===== src/rtl/fmap_accumulator.sv =====
// fmap_accumulator
//   Read-modify-write requester for the convolution-side feature-map ports.
//   Each accepted event (x, y, per-channel delta) reads the stored neuron
//   vector, adds the sign-extended deltas to every channel and writes the
//   result back. The pipeline takes one event per cycle. A result that is
//   still in S3 or S4 is forwarded into S2, so back-to-back events to the
//   same coordinate accumulate correctly.
//
//   Stages: S1 accept/read issue, S2 operand select + add, S3 write issue,
//   S4 forwarding copy of the last write.
//
//   Configuration macro: FMAP_ACC_SAT_EN
//     defined   -> each channel sum saturates to the signed neuron range
//     undefined -> each channel sum wraps modulo 2^BITS_PER_NEURON
//
//   Ports
//     clk, rst        clock, synchronous active-high reset
//     en              accept enable (high only in convolution mode)
//     ev_valid/ready  event handshake; ev_ready = en
//     ev_x, ev_y      event coordinate
//     ev_delta        packed signed deltas, channel i at [i*BPW +: BPW]
//     read_req        read request, combinational from the accepted event
//     coord_get       read coordinate {x,y}
//     rd_data         read data, valid the cycle after read_req
//     write_req       write request (S3)
//     coord_wtr       write coordinate {x,y}
//     wr_data         write data, same channel layout as rd_data
//     busy            any of S2/S3/S4 valid

// One channel adder. The delta is sign-extended to the neuron width.
module fmap_acc_lane #(
  parameter int N = 12,
  parameter int W = 6
) (
  input  logic [N-1:0] opnd_i,
  input  logic [W-1:0] delta_i,
  output logic [N-1:0] sum_o
);
`ifdef FMAP_ACC_SAT_EN
  // One guard bit. Overflow occurs when the guard bit and the sign bit differ.
  logic [N:0] full;
  assign full = {opnd_i[N-1], opnd_i} + {{(N+1-W){delta_i[W-1]}}, delta_i};
  always_comb begin
    sum_o = full[N-1:0];
    if (full[N] != full[N-1])
      sum_o = full[N] ? {1'b1, {(N-1){1'b0}}} : {1'b0, {(N-1){1'b1}}};
  end
`else
  assign sum_o = opnd_i + {{(N-W){delta_i[W-1]}}, delta_i};
`endif
endmodule

module fmap_accumulator #(
  parameter int BITS_PER_COORDINATE = 8,
  parameter int OUT_CHANNELS        = 4,
  parameter int BITS_PER_NEURON     = 12,
  parameter int BITS_PER_WEIGHT     = 6
) (
  input  logic                                    clk,
  input  logic                                    rst,
  input  logic                                    en,
  input  logic                                    ev_valid,
  output logic                                    ev_ready,
  input  logic [BITS_PER_COORDINATE-1:0]          ev_x,
  input  logic [BITS_PER_COORDINATE-1:0]          ev_y,
  input  logic [OUT_CHANNELS*BITS_PER_WEIGHT-1:0] ev_delta,
  output logic                                    read_req,
  output logic [2*BITS_PER_COORDINATE-1:0]        coord_get,
  input  logic [OUT_CHANNELS*BITS_PER_NEURON-1:0] rd_data,
  output logic                                    write_req,
  output logic [2*BITS_PER_COORDINATE-1:0]        coord_wtr,
  output logic [OUT_CHANNELS*BITS_PER_NEURON-1:0] wr_data,
  output logic                                    busy
);
  localparam int CW = 2 * BITS_PER_COORDINATE;

  typedef logic [OUT_CHANNELS-1:0][BITS_PER_NEURON-1:0] vec_t;
  typedef struct packed {
    logic [CW-1:0] coord;
    vec_t          data;
  } stg_t;

  // vld_pipe_q[1]=S2, [2]=S3, [3]=S4
  logic [3:1] vld_pipe_q;
  logic [CW-1:0] s2_coord_q;
  logic [OUT_CHANNELS-1:0][BITS_PER_WEIGHT-1:0] s2_delta_q;
  stg_t s3_q, s3_d, s4_q;
  vec_t rd_vec, opnd, sum;
  logic accept;

  // Masking with rst keeps the read port quiet while reset is held.
  assign ev_ready  = en;
  assign accept    = ev_valid & en & ~rst;
  assign read_req  = accept;
  assign coord_get = accept ? {ev_x, ev_y} : '0;

  assign rd_vec = rd_data;

  // The newest in-flight value wins. An S4 hit covers the case where a read
  // issued in the same cycle as the S3 write returned stale data.
  always_comb begin
    opnd = rd_vec;
    if (vld_pipe_q[2] && (s3_q.coord == s2_coord_q))
      opnd = s3_q.data;
    else if (vld_pipe_q[3] && (s4_q.coord == s2_coord_q))
      opnd = s4_q.data;
  end

  for (genvar g = 0; g < OUT_CHANNELS; g++) begin : g_lane
    fmap_acc_lane #(.N(BITS_PER_NEURON), .W(BITS_PER_WEIGHT)) u_lane (
      .opnd_i (opnd[g]),
      .delta_i(s2_delta_q[g]),
      .sum_o  (sum[g])
    );
  end

  always_comb begin
    s3_d.coord = s2_coord_q;
    s3_d.data  = sum;
  end

  always_ff @(posedge clk) begin
    if (rst) begin
      vld_pipe_q <= '0;
      s2_coord_q <= '0;
      s2_delta_q <= '0;
      s3_q       <= '0;
      s4_q       <= '0;
    end else begin
      vld_pipe_q <= {vld_pipe_q[2:1], accept};
      if (accept) begin
        s2_coord_q <= {ev_x, ev_y};
        s2_delta_q <= ev_delta;
      end
      if (vld_pipe_q[1]) s3_q <= s3_d;
      if (vld_pipe_q[2]) s4_q <= s3_q;
    end
  end

  assign write_req = vld_pipe_q[2];
  assign coord_wtr = s3_q.coord;
  assign wr_data   = s3_q.data;
  assign busy      = |vld_pipe_q;
endmodule


===== config.mk =====
export PLATFORM = sky130hd
export DESIGN_NAME = fmap_accumulator
export DESIGN_NICKNAME = d
export VERILOG_FILES = /design/src/rtl/fmap_accumulator.sv
export SDC_FILE = /design/constraint.sdc
export NUM_CORES = 1
export LEC_CHECK = 0
export ABC_AREA = 0
export BUFFER_PORTS_ARGS = -buffer_cell sky130_fd_sc_hd__buf_4
export CAP_MARGIN = 20
export CORE_MARGIN = 5
export CORE_UTILIZATION = 51
export DETAILED_ROUTE_END_ITERATION = 10
export PLACE_DENSITY = 0.76
export SLEW_MARGIN = 20
export SYNTH_ARGS = -nofsm -noshare
export SYNTH_HDL_FRONTEND = slang
export SYNTH_SLANG_ARGS = --single-unit

===== constraint.sdc =====
create_clock -name clk -period 4.21 [get_ports clk]
set_input_delay 0.2105 -clock clk [delete_from_list [all_inputs] [get_ports clk]]
set_output_delay 0.2105 -clock clk [all_outputs]
set_load 0.02 [all_outputs]

==> results.md, run 1 <==
- Outcome: complete, no violations
- Asr flop ratio synth: 0
- Utilization after layout: 0.6535
- CP Buf/Inv Count: 1
- P per Cell Area: 334.3 nW/µm²
- Yosys reg bits: 171
- Max cap viols: 0
- Gpl congestion: 0.8809
- Critical path's largest stage delay: 0.47 ns
- Syn nets: 1182
- Layout cells sized above 1: 0.2201
- Reg2Reg Depth: 15
- Post-DP HPWL: 16650 µm
- Main synth FF type: dfxtp_1
- Clock sink count: 171
- Hold Path Class: in2reg
- Non-Filler Instances: 1460
- Sw power: 1049 µW
- Ports: 176
- Skew final: 0.01222 ns
- Leading area contributor after synthesis: dfxtp_1
- Die height: 144.9 µm
- Worst R2R End: wr_data[23]
- RSZ-0062 raised after global routing: yes
- GRT Residual Overflow: 0
- Slew headroom: 0.3034
- H-tree Lvls: 4
- Final routed DRC violation total: 0
- Fin crit period: 4.048 ns
- Final setup violation count: 0
- 1st-iter DRT viols: 413
- CP Capture Type: flop
- Pre-antenna DRT Iters: 4
- CTS root buf: clkbuf_16
- Core area: 17960 µm²
- Post-Syn Area per Cell: 8.902 µm²
- Via count: 8054
- Logic pwr share: 0.162
- DP Cell Count: 1409
- WL/cell: 16.42 µm
- Die extent in x: 144.9 µm
- Initial Util: 0.5164
- Worst IR drop on VDD: 0.2800 mV
- Total CTS buffers: 17
- Fmax: 247.0 MHz
- Cell Chain, Critical Path: xnor2_1, nand4_1, or3_1, or2_4, buf_4, mux2i_1, a21oi_1, ha_1, nor3_1, o21ai_0, a2111oi_4, o31ai_2, or3b_2, mux2i_1, nor4_1
- Global-route wire length before repair: 38110 µm
- YS warnings: 0
- Crit start category: flop
- Gr usage total: 0.2261
- Post-route ant nets: 0
- Top-area cell type share of the netlist area: 0.3690
- Flop pwr share: 0.440
- Largest net degree at the start of global routing: 77
- Setup TNS: 0 ns
- Final hold viol count: 0
- P_leak: 0.005347 µW
- Crit path arrival time: 4.32 ns
- Hold_ws: 0.01672 ns
- Clock Power Share: 0.398
- Cell repeated most along the worst path: mux2i_1
- Switch share: 0.2674
- Hold Path End: s2_delta_q[13]
- Netlist cell types: 51
- CTS tree: yes
- Sequential area share after synthesis: 0.3690
- Critical R2R Launch: s2_coord_q[15]
- Vias in the first global route: 7632
- Hold depth: 2
- Row count: 49
- Slew Limit Fails: 0
- Post-synth EDFFs: 0
- Die area: 20990 µm²
- Bufs on Longest Clock Path: 2
- Port bufs: 175
- ANT cells: 0
- Worst-Margin Slew: 1.045 ns
- CP Max Fanout: 13
- R2R setup slack: 0.16 ns
- Post-CTS Setup Repair Bufs: 0
- CP max stage cell: or3b_2
- Initial antenna violation count: 0
- WS Path Type: reg2reg
- Final #Nets: 1358
- Total design power: 3925 µW
- Routed vias/inst: 5.516
- Post-Syn Area: 9276 µm²
- Layout area overhead: 26.56%
- Period utilisation layout: 0.9615
- Drt total wl: 23970 µm
- CP delay by family, top: simple AND/OR/NAND/NOR gates
- Cells after Synth: 1042
- CTS clk-pin slew, worst paths: 0.07 ns
- Synth top area cells: dfxtp_1, mux2i_1, nor2_1
- CP Data Required Time: 4.48 ns
- Internal Pwr Total: 2875 µW
- Hold Crit Start: ev_delta[13]
- Worst skew pair latency: 0.43 ns
-- layout make-up --
class / count / area, µm²
clock buffers: 20 / 446.7
clock inverters: 12 / 137.6
fillers: 1513 / 6223
inverters: 17 / 63.81
multi-input cells: 797 / 5708
flip-flops and latches: 171 / 3431
well taps: 229 / 286.5
repair buffers: 214 / 1667
-- power by group through the flow --
stage	Clock, µW	Sequential (µW)	Combinational [µW]
final	1560	1730	637
after global routing	1670	1730	701
after CTS	1590	1730	625
after detailed placement	0	1760	605
after global placement	0	1760	595
after floorplan	0	1770	377
-- layout by cell type (no fill, tap or decap), types with 15 or more instances in the layout --
cell / netlist / final
buf_4: 1 / 194
and2_1: 16 / 16
dfxtp_1: 171 / 169
dlygate4sd3_1: 0 / 19
nor2_1: 190 / 189
ha_1: 44 / 44
nand2_1: 21 / 21
o21ai_0: 40 / 36
a21o_1: 24 / 24
mux2i_1: 157 / 157
or3_1: 15 / 15
clkbuf_16: 0 / 17
inv_1: 17 / 17
a22o_1: 24 / 24
nor3_1: 17 / 17
a21oi_1: 72 / 71
xnor2_1: 43 / 35
-- layer usage --
layer,up-vias,part of all wire,GRT usage
met1,3799,0.46,0.3029
li1,4054,-,-
met3,27,0.044,0.03549
met5,-,0,0
met2,174,0.48,0.3818
met4,0,0.015,0.05793
-- Yosys cell counts (all sizes together) (14+ instances only) --
| library cell | number |
|---|---|
| a21o | 25 |
| a21oi | 72 |
| a22o | 24 |
| and2 | 16 |
| buf | 17 |
| clkbuf | 40 |
| dfxtp | 171 |
| ha | 44 |
| inv | 17 |
| mux2i | 157 |
| nand2 | 21 |
| nand3 | 14 |
| nor2 | 190 |
| nor3 | 17 |
| o21ai | 40 |
| or3 | 15 |
| xnor2 | 43 |
-- state kept, by name, indices dropped and copies added (netlist names) --
register    count
coord_wtr      16
s2_coord_q     16
s2_delta_q     24
s4_q           64
vld_pipe_q      3
wr_data        48
-- how the worst max path moves through the flow --
stage          slack (ns)     endpoint      startpoint  cells after the start
6_report             0.16  wr_data[23]  s2_coord_q[15]                     15
5_1_grt             -0.01  wr_data[23]  s2_coord_q[10]                     15
4_1_cts              0.05  wr_data[35]   s2_coord_q[8]                     16
3_5_place_dp        -0.08  wr_data[35]   s2_coord_q[8]                     16
3_3_place_gp        -0.03  wr_data[35]   s2_coord_q[8]                     15
2_1_floorplan        0.15  wr_data[23]   coord_wtr[10]                     16
-- kinds of logic after synthesis --
kind of cell / count (synthesis) / synth area share
AND/OR/NAND/NOR: 331 / 0.1686
AO/OA/AOI/OAI: 207 / 0.1426
flip-flops: 171 / 0.3690
multiplexers: 159 / 0.1722
buffers and inverters: 74 / 0.03048
XOR/XNOR: 52 / 0.04910
adder cells (fa/ha/maj): 48 / 0.06798
-- through the flow --
step	setup slack (ns)	area (µm²)
floorplan	0.1471	9276
global placement	-0.02643	10850
detailed placement	-0.07690	10850
CTS	0.04679	11630
global route	-0.01256	11740
finish	0.1619	11740
-- what timing repair did --
item / 4_1_cts / 5_1_grt
resized for setup: 4 / 22
pin swaps: 0 / 2
setup endpoints to repair: 3 / 8
endpoints found under the hold margin: 19 / 0
hold buffers: 19 / 0
Power figures use the tool's default switching activity.
==> inputs of run 2 (changes only) <==
- PLACE_DENSITY: 0.76 -> unset
- PLACE_DENSITY_LB_ADDON: unset -> 0.12
==> run 2 against run 1 <==
Against the previous run:
- first-iteration DRC count decreased by 4.6%
- register-to-register slack improved by 0.08 ns
- core utilization increased by 0.56 points
- via count increased by 0.87%
- maximum frequency increased by 2.0%
- combinational power increased by 0.8%
- setup slack improved by 0.080 ns
- wire length increased by 2.3%
- global-route usage increased by 0.33 points
- critical path type unchanged
- critical endpoint is now wr_data[34]
==> results.md, run 2 (same netlist as run 1, synthesis figures left out) <==
- Worst IR drop on VDD: 0.4735 mV (was 0.2800 mV)
- Slew Limit Fails: 0 (unchanged)
- Final routed DRC violation total: 0 (unchanged)
- Outcome: complete, no violations (unchanged)
- Largest register FFs: 64 (unchanged)
- Slew headroom: 0.2830 (was 0.3034)
- Met2 usage: 0.4010 (was 0.3818)
- Reg2Reg Depth: 16 (was 15)
- FILL cells: 1566 (was 1513)
- Bufs on Longest Clock Path: 2 (unchanged)
- H-tree Lvls: 4 (unchanged)
- CTS root buf: clkbuf_16 (unchanged)
- Die area: 20990 µm² (unchanged)
- Gr usage total: 0.2294 (was 0.2261)
- Vias in the first global route: 7859 (was 7632)
- Post-route ant nets: 0 (unchanged)
- Final #Nets: 1372 (was 1358)
- 1st-iter DRT viols: 394 (was 413)
- WS Path Type: reg2reg (unchanged)
- Final setup violation count: 0 (unchanged)
- Port bufs: 175 (unchanged)
- Period utilisation layout: 0.9425 (was 0.9615)
- Drt total wl: 24530 µm (was 23970 µm)
- Cell repeated most along the worst path: o21ai_0 (was mux2i_1)
- Worst skew pair latency: 0.43 ns (about the same)
- Crit path arrival time: 4.28 ns (was 4.32 ns)
- Grt met1 use: 0.2898 (was 0.3029)
- Worst-Margin Slew: 1.075 ns (was 1.045 ns)
- Pre-antenna DRT Iters: 4 (unchanged)
- CP Data Required Time: 4.53 ns (was 4.48 ns)
- Critical R2R Launch: s2_coord_q[10] (was s2_coord_q[15])
- Cell Chain, Critical Path: xnor2_1, nor4bb_1, nand4_1, buf_4, or2_2, a21oi_1, ha_1, inv_1, fa_1, nor2b_1, o21ai_0, a21boi_0, o21ai_0, a21o_1, a211o_1, o311ai_0 (was xnor2_1, nand4_1, or3_1, or2_4, buf_4, mux2i_1, a21oi_1, ha_1, nor3_1, o21ai_0, a2111oi_4, o31ai_2, or3b_2, mux2i_1, nor4_1)
- Global-route wire length before repair: 38680 µm (was 38110 µm)
- CTS tree: yes (unchanged)
- Post-DP HPWL: 16710 µm (was 16650 µm)
- Leading cell type in the layout, fill and taps excluded: buf_4 (unchanged)
- Total CTS buffers: 17 (unchanged)
- Clock sink count: 171 (unchanged)
- Hold Path Class: in2reg (unchanged)
- P per Cell Area: 335.6 nW/µm² (was 334.3 nW/µm²)
- Initial Util: 0.5164 (unchanged)
- Launch point of the worst path: s2_coord_q[10] (was s2_coord_q[15])
- Crit start category: flop (unchanged)
- CTS clk-pin slew, worst paths: 0.07 ns (about the same)
- Initial antenna violation count: 0 (unchanged)
- ANT cells: 0 (unchanged)
- CP delay by family, top: compound AO/OA/AOI/OAI gates (was simple AND/OR/NAND/NOR gates)
- CP max stage cell: fa_1 (was or3b_2)
- Final setup margin: 0.2421 ns (was 0.1619 ns)
- Hold depth: 3 (was 2)
- P_leak: 0.005393 µW (was 0.005347 µW)
- Worst slack, placed: -0.1814 ns (was -0.07690 ns)
- Utilization after layout: 0.6592 (was 0.6535)
- Final hold viol count: 0 (unchanged)
- Ports: 176 (unchanged)
- Die height: 144.9 µm (unchanged)
- Fmax: 252.0 MHz (was 247.0 MHz)
- GRT Residual Overflow: 0 (unchanged)
- CP Max Fanout: 11 (was 13)
- Core area: 17960 µm² (unchanged)
- CP Buf/Inv Count: 2 (was 1)
- Commonest cells after routing, fill and taps aside: buf_4, nor2_1, dfxtp_1 (unchanged)
- Gpl congestion: 0.8651 (was 0.8809)
- Via count: 8124 (was 8054)
- Hold Crit Start: ev_x[1] (was ev_delta[13])
- Routed vias/inst: 5.512 (was 5.516)
- Skew final: 0.01005 ns (was 0.01222 ns)
- Layout cells sized above 1: 0.2249 (was 0.2201)
- Die extent in x: 144.9 µm (unchanged)
- Fin crit period: 3.968 ns (was 4.048 ns)
- Critical path's largest stage delay: 0.44 ns (was 0.47 ns)
- Layout area overhead: 27.65% (was 26.56%)
- Gr busiest metal: met2 (unchanged)
- Largest net degree at the start of global routing: 81 (was 77)
- Max cap viols: 0 (unchanged)
- Total stage count of the critical path: 16 (was 15)
- GR Layer Usage met3: 0.04666 (was 0.03549)
- Top reg by flops: s4_q (unchanged)
- WL/cell: 16.64 µm (was 16.42 µm)
- Row count: 49 (unchanged)
- CP Capture Type: flop (unchanged)
[run 2: cell type report]
type	instances	area, µm²	share of cell area
Tap cell	229	286.5	0.02420
Timing Repair Buffer	226	1782	0.1505
Clock inverter	14	158.9	0.01342
Multi-Input combinational cell	799	5689	0.4805
Inverter	17	63.81	0.005389
Clock buffer	18	429.2	0.03624
Sequential cell	171	3432	0.2898
[run 2: per-stage QoR]
stage	TNS (ns)	instance area, µm²	cells	total power, µW	hold WS, ns
after floorplan	0	9276	1042	2144	0.3434
after global placement	-0.2822	10880	1412	2355	0.4268
after detailed placement	-0.4986	10880	1412	2363	0.4310
after CTS	0	11700	1466	3978	0.0003351
after global routing	-0.1367	11840	1474	4149	0.1021
final	0	11840	1474	3974	0.08361
[run 2: tightest hold or removal path, delay by kind of cell]
kind / cells / cell delay, ns
buffers and inverters: 1 / 0.07
AND/OR/NAND/NOR: 1 / 0.12
AO/OA/AOI/OAI: 1 / 0.08
[run 2: power breakdown]
group | internal (µW) | total (µW) | switching (µW)
logic | 318 | 642 | 323
registers | 1660 | 1730 | 63.5
clock network | 890 | 1610 | 716
[run 2: worst paths after layout]
kind | end | slack [ns]
hold / removal | s2_coord_q[9] | 0.08
setup reg to reg | wr_data[34] | 0.24
setup / recovery | wr_data[34] | 0.24
hold reg to reg | s4_q[43] | 0.49
[run 2: what timing repair did]
action	4_1_cts	5_1_grt
hold buffers	22	2
hold endpoints to repair	22	2
buffers inserted	0	4
gates resized for setup	4	19
endpoints found under the setup margin	7	14
pin swaps	0	6
cloned	0	2
[run 2: routing by layer]
| layer | up-vias | wire [µm] |
|---|---|---|
| met2 | 177 | 12210 |
| met3 | 29 | 1107 |
| met5 | - | 0 |
| li1 | 4100 | - |
| met1 | 3818 | 10890 |
| met4 | 0 | 323 |
==> inputs of run 3 (changes only) <==
- CELL_PAD_IN_SITES_DETAIL_PLACEMENT: unset -> 0
- CELL_PAD_IN_SITES_GLOBAL_PLACEMENT: unset -> 2
- CORE_UTILIZATION: 51 -> 30
==> run 3 against run 2 <==
Against the previous run:
- combinational power increased by 2%
- maximum frequency shrank 0.24%
- wire length grew 11%
- cell count rose by 12%
==> results.md, run 3 (same netlist as run 1, synthesis figures left out) <==
- Outcome: complete, no violations (unchanged)
- Clock sink count: 171 (unchanged)
- Worst slack, placed: -0.1000 ns (was -0.1814 ns)
- Flop pwr share: 0.432 (was 0.434)
- Via count: 7879 (was 8124)
- Skew final: 0.01398 ns (was 0.01005 ns)
- P_leak: 0.005447 µW (was 0.005393 µW)
- Core area: 30590 µm² (was 17960 µm²)
- Initial Util: 0.3033 (was 0.5164)
- Internal Pwr Total: 2794 µW (was 2871 µW)
- Non-Filler Instances: 1647 (was 1474)
- Gpl congestion: 0.7902 (was 0.8651)
- Final hold viol count: 0 (unchanged)
- Routed length on met2: 12630 µm (was 12210 µm)
- Fin crit period: 3.978 ns (was 3.968 ns)
- Critical path's largest stage delay: 0.45 ns (was 0.44 ns)
- Global-route wire length before repair: 43280 µm (was 38680 µm)
- Total design power: 3991 µW (was 3974 µW)
- CP Capture Type: flop (unchanged)
- Top reg by flops: s4_q (unchanged)
- Commonest cells after routing, fill and taps aside: buf_4, nor2_1, dfxtp_1 (unchanged)
- Post-route ant nets: 0 (unchanged)
- Routed vias/inst: 4.784 (was 5.512)
- Final setup margin: 0.2324 ns (was 0.2421 ns)
- Hold depth: 3 (unchanged)
- CTS clk-pin slew, worst paths: 0.08 ns (was 0.07 ns)
- Die height: 185.8 µm (was 144.9 µm)
- Initial antenna violation count: 1 (was 0)
- Sw power: 1197 µW (was 1103 µW)
- Worst-Margin Slew: 0.9050 ns (was 1.075 ns)
- Die area: 34540 µm² (was 20990 µm²)
- Row count: 64 (was 49)
- Hold_ws: 0.08037 ns (was 0.08361 ns)
- Max cap viols: 0 (unchanged)
- CP max stage cell: or3b_2 (was fa_1)
- Final setup violation count: 0 (unchanged)
- Clock Power Share: 0.403 (was 0.404)
- WS Path Type: reg2reg (unchanged)
- H-tree Lvls: 4 (unchanged)
- Port bufs: 175 (unchanged)
- Worst IR drop on VDD: 0.2410 mV (was 0.4735 mV)
- Final #Nets: 1377 (was 1372)
- Leading cell type in the layout, fill and taps excluded: buf_4 (unchanged)
- Top Metal Used: met4 (unchanged)
- Slew headroom: 0.3966 (was 0.2830)
- Hold Path Class: in2reg (unchanged)
- Switch share: 0.2999 (was 0.2775)
- Largest register FFs: 64 (unchanged)
- Final routed DRC violation total: 0 (unchanged)
- Finished Cell Area: 12170 µm² (was 11840 µm²)
- Vias in the first global route: 7990 (was 7859)
- CP Max Fanout: 13 (was 11)
- Crit path arrival time: 4.26 ns (was 4.28 ns)
- Worst skew pair latency: 0.43 ns (about the same)
- DP Cell Count: 1590 (was 1412)
- CP Data Required Time: 4.49 ns (was 4.53 ns)
- Fmax: 251.4 MHz (was 252.0 MHz)
- WL/cell: 16.50 µm (was 16.64 µm)
- Metal-1 WL: 13190 µm (was 10890 µm)
- Reg2Reg Depth: 17 (was 16)
- Pre-antenna DRT Iters: 4 (unchanged)
- Bufs on Longest Clock Path: 2 (unchanged)
- RSZ-0062 raised after global routing: no
- CTS root buf: clkbuf_16 (unchanged)
- Period utilisation layout: 0.9448 (was 0.9425)
- Crit start category: flop (unchanged)
- Cell Chain, Critical Path: xnor2_1, nand3_1, or3_4, or2_4, buf_12, buf_12, mux2i_1, a21oi_1, ha_1, o21ai_0, o21ai_1, a2111oi_2, buf_4, o31ai_1, or3b_2, mux2i_1, nor4_1 (was xnor2_1, nor4bb_1, nand4_1, buf_4, or2_2, a21oi_1, ha_1, inv_1, fa_1, nor2b_1, o21ai_0, a21boi_0, o21ai_0, a21o_1, a211o_1, o311ai_0)
- Ports: 176 (unchanged)
- Largest net degree at the start of global routing: 78 (was 81)
- CTS tree: yes (unchanged)
- Die extent in x: 185.8 µm (was 144.9 µm)
- Layout cells sized above 1: 0.2376 (was 0.2249)
- GRT Residual Overflow: 0 (unchanged)
- Total CTS buffers: 17 (unchanged)
- Layout area overhead: 31.22% (was 27.65%)
- 1st-iter DRT viols: 323 (was 394)
- Met3 WL post-DR: 990 µm (was 1107 µm)
- Slew Limit Fails: 0 (unchanged)
- Gr usage total: 0.1571 (was 0.2294)
- Post-DP HPWL: 19100 µm (was 16710 µm)
- P per Cell Area: 327.9 nW/µm² (was 335.6 nW/µm²)
- Drt total wl: 27170 µm (was 24530 µm)
- DP Area: 11190 µm² (was 10880 µm²)
- Logic pwr share: 0.165 (was 0.161)
## run 3: per-stage QoR
step / util / TNS (ns)
6_report: 0.3979 / 0
5_1_grt: 0.3979 / 0
4_1_cts: 0.3937 / 0
3_5_place_dp: 0.3658 / -0.1771
3_3_place_gp: 0.3658 / -0.09631
2_1_floorplan: - / 0
## run 3: power groups by stage
stage / logic (µW) / registers, µW / clock network (µW)
5_1_grt: 732 / 1730 / 1740
2_1_floorplan: 377 / 1770 / 0
4_1_cts: 660 / 1720 / 1680
3_5_place_dp: 636 / 1760 / 0
6_report: 657 / 1720 / 1610
3_3_place_gp: 637 / 1760 / 0
## run 3: cell type report
type / count / area (µm²)
diodes: 1 / 2.502
repair buffers: 233 / 1851
clock inverters: 15 / 171.4
inverters: 17 / 63.81
clock buffers: 17 / 425.4
well taps: 396 / 495.5
fillers: 3089 / 18420
flip-flops and latches: 171 / 3437
multi-input cells: 797 / 5727
## run 3: worst paths after layout
path	startpoint	to	slack (ns)
worst min register to register	s2_delta_q[18]	s2_delta_q[18]	0.49
worst min-delay path	ev_x[1]	s2_coord_q[9]	0.08
worst max register to register	s2_coord_q[14]	wr_data[23]	0.23
worst max-delay path	s2_coord_q[14]	wr_data[23]	0.23
## run 3: routing by layer
layer / global-route usage / vias to the layer above
li1: - / 4083
met1: 0.2128 / 3634
met2: 0.2590 / 137
met3: 0.02834 / 25
met4: 0.04110 / 0
met5: 0 / -
## run 3: critical path: cells and delay by family (launching register included)
family,cells,cell delay [ns]
adders and majority gates,1,0.31
muxes,2,0.29
and+or+nand+nor,5,1.32
DFF,1,0.35
AOI/OAI and AO/OA,5,0.80
xor gates and xnor gates,1,0.26
buffers and inverters,3,0.48
## run 3: repair_timing
item | 4_1_cts | 5_1_grt
endpoints found under the setup margin | 2 | 15
gates resized for setup | 5 | 28
hold endpoints to repair | 24 | 0
buffers inserted | 0 | 0
pin swaps | 0 | 5
hold buffers | 24 | 0
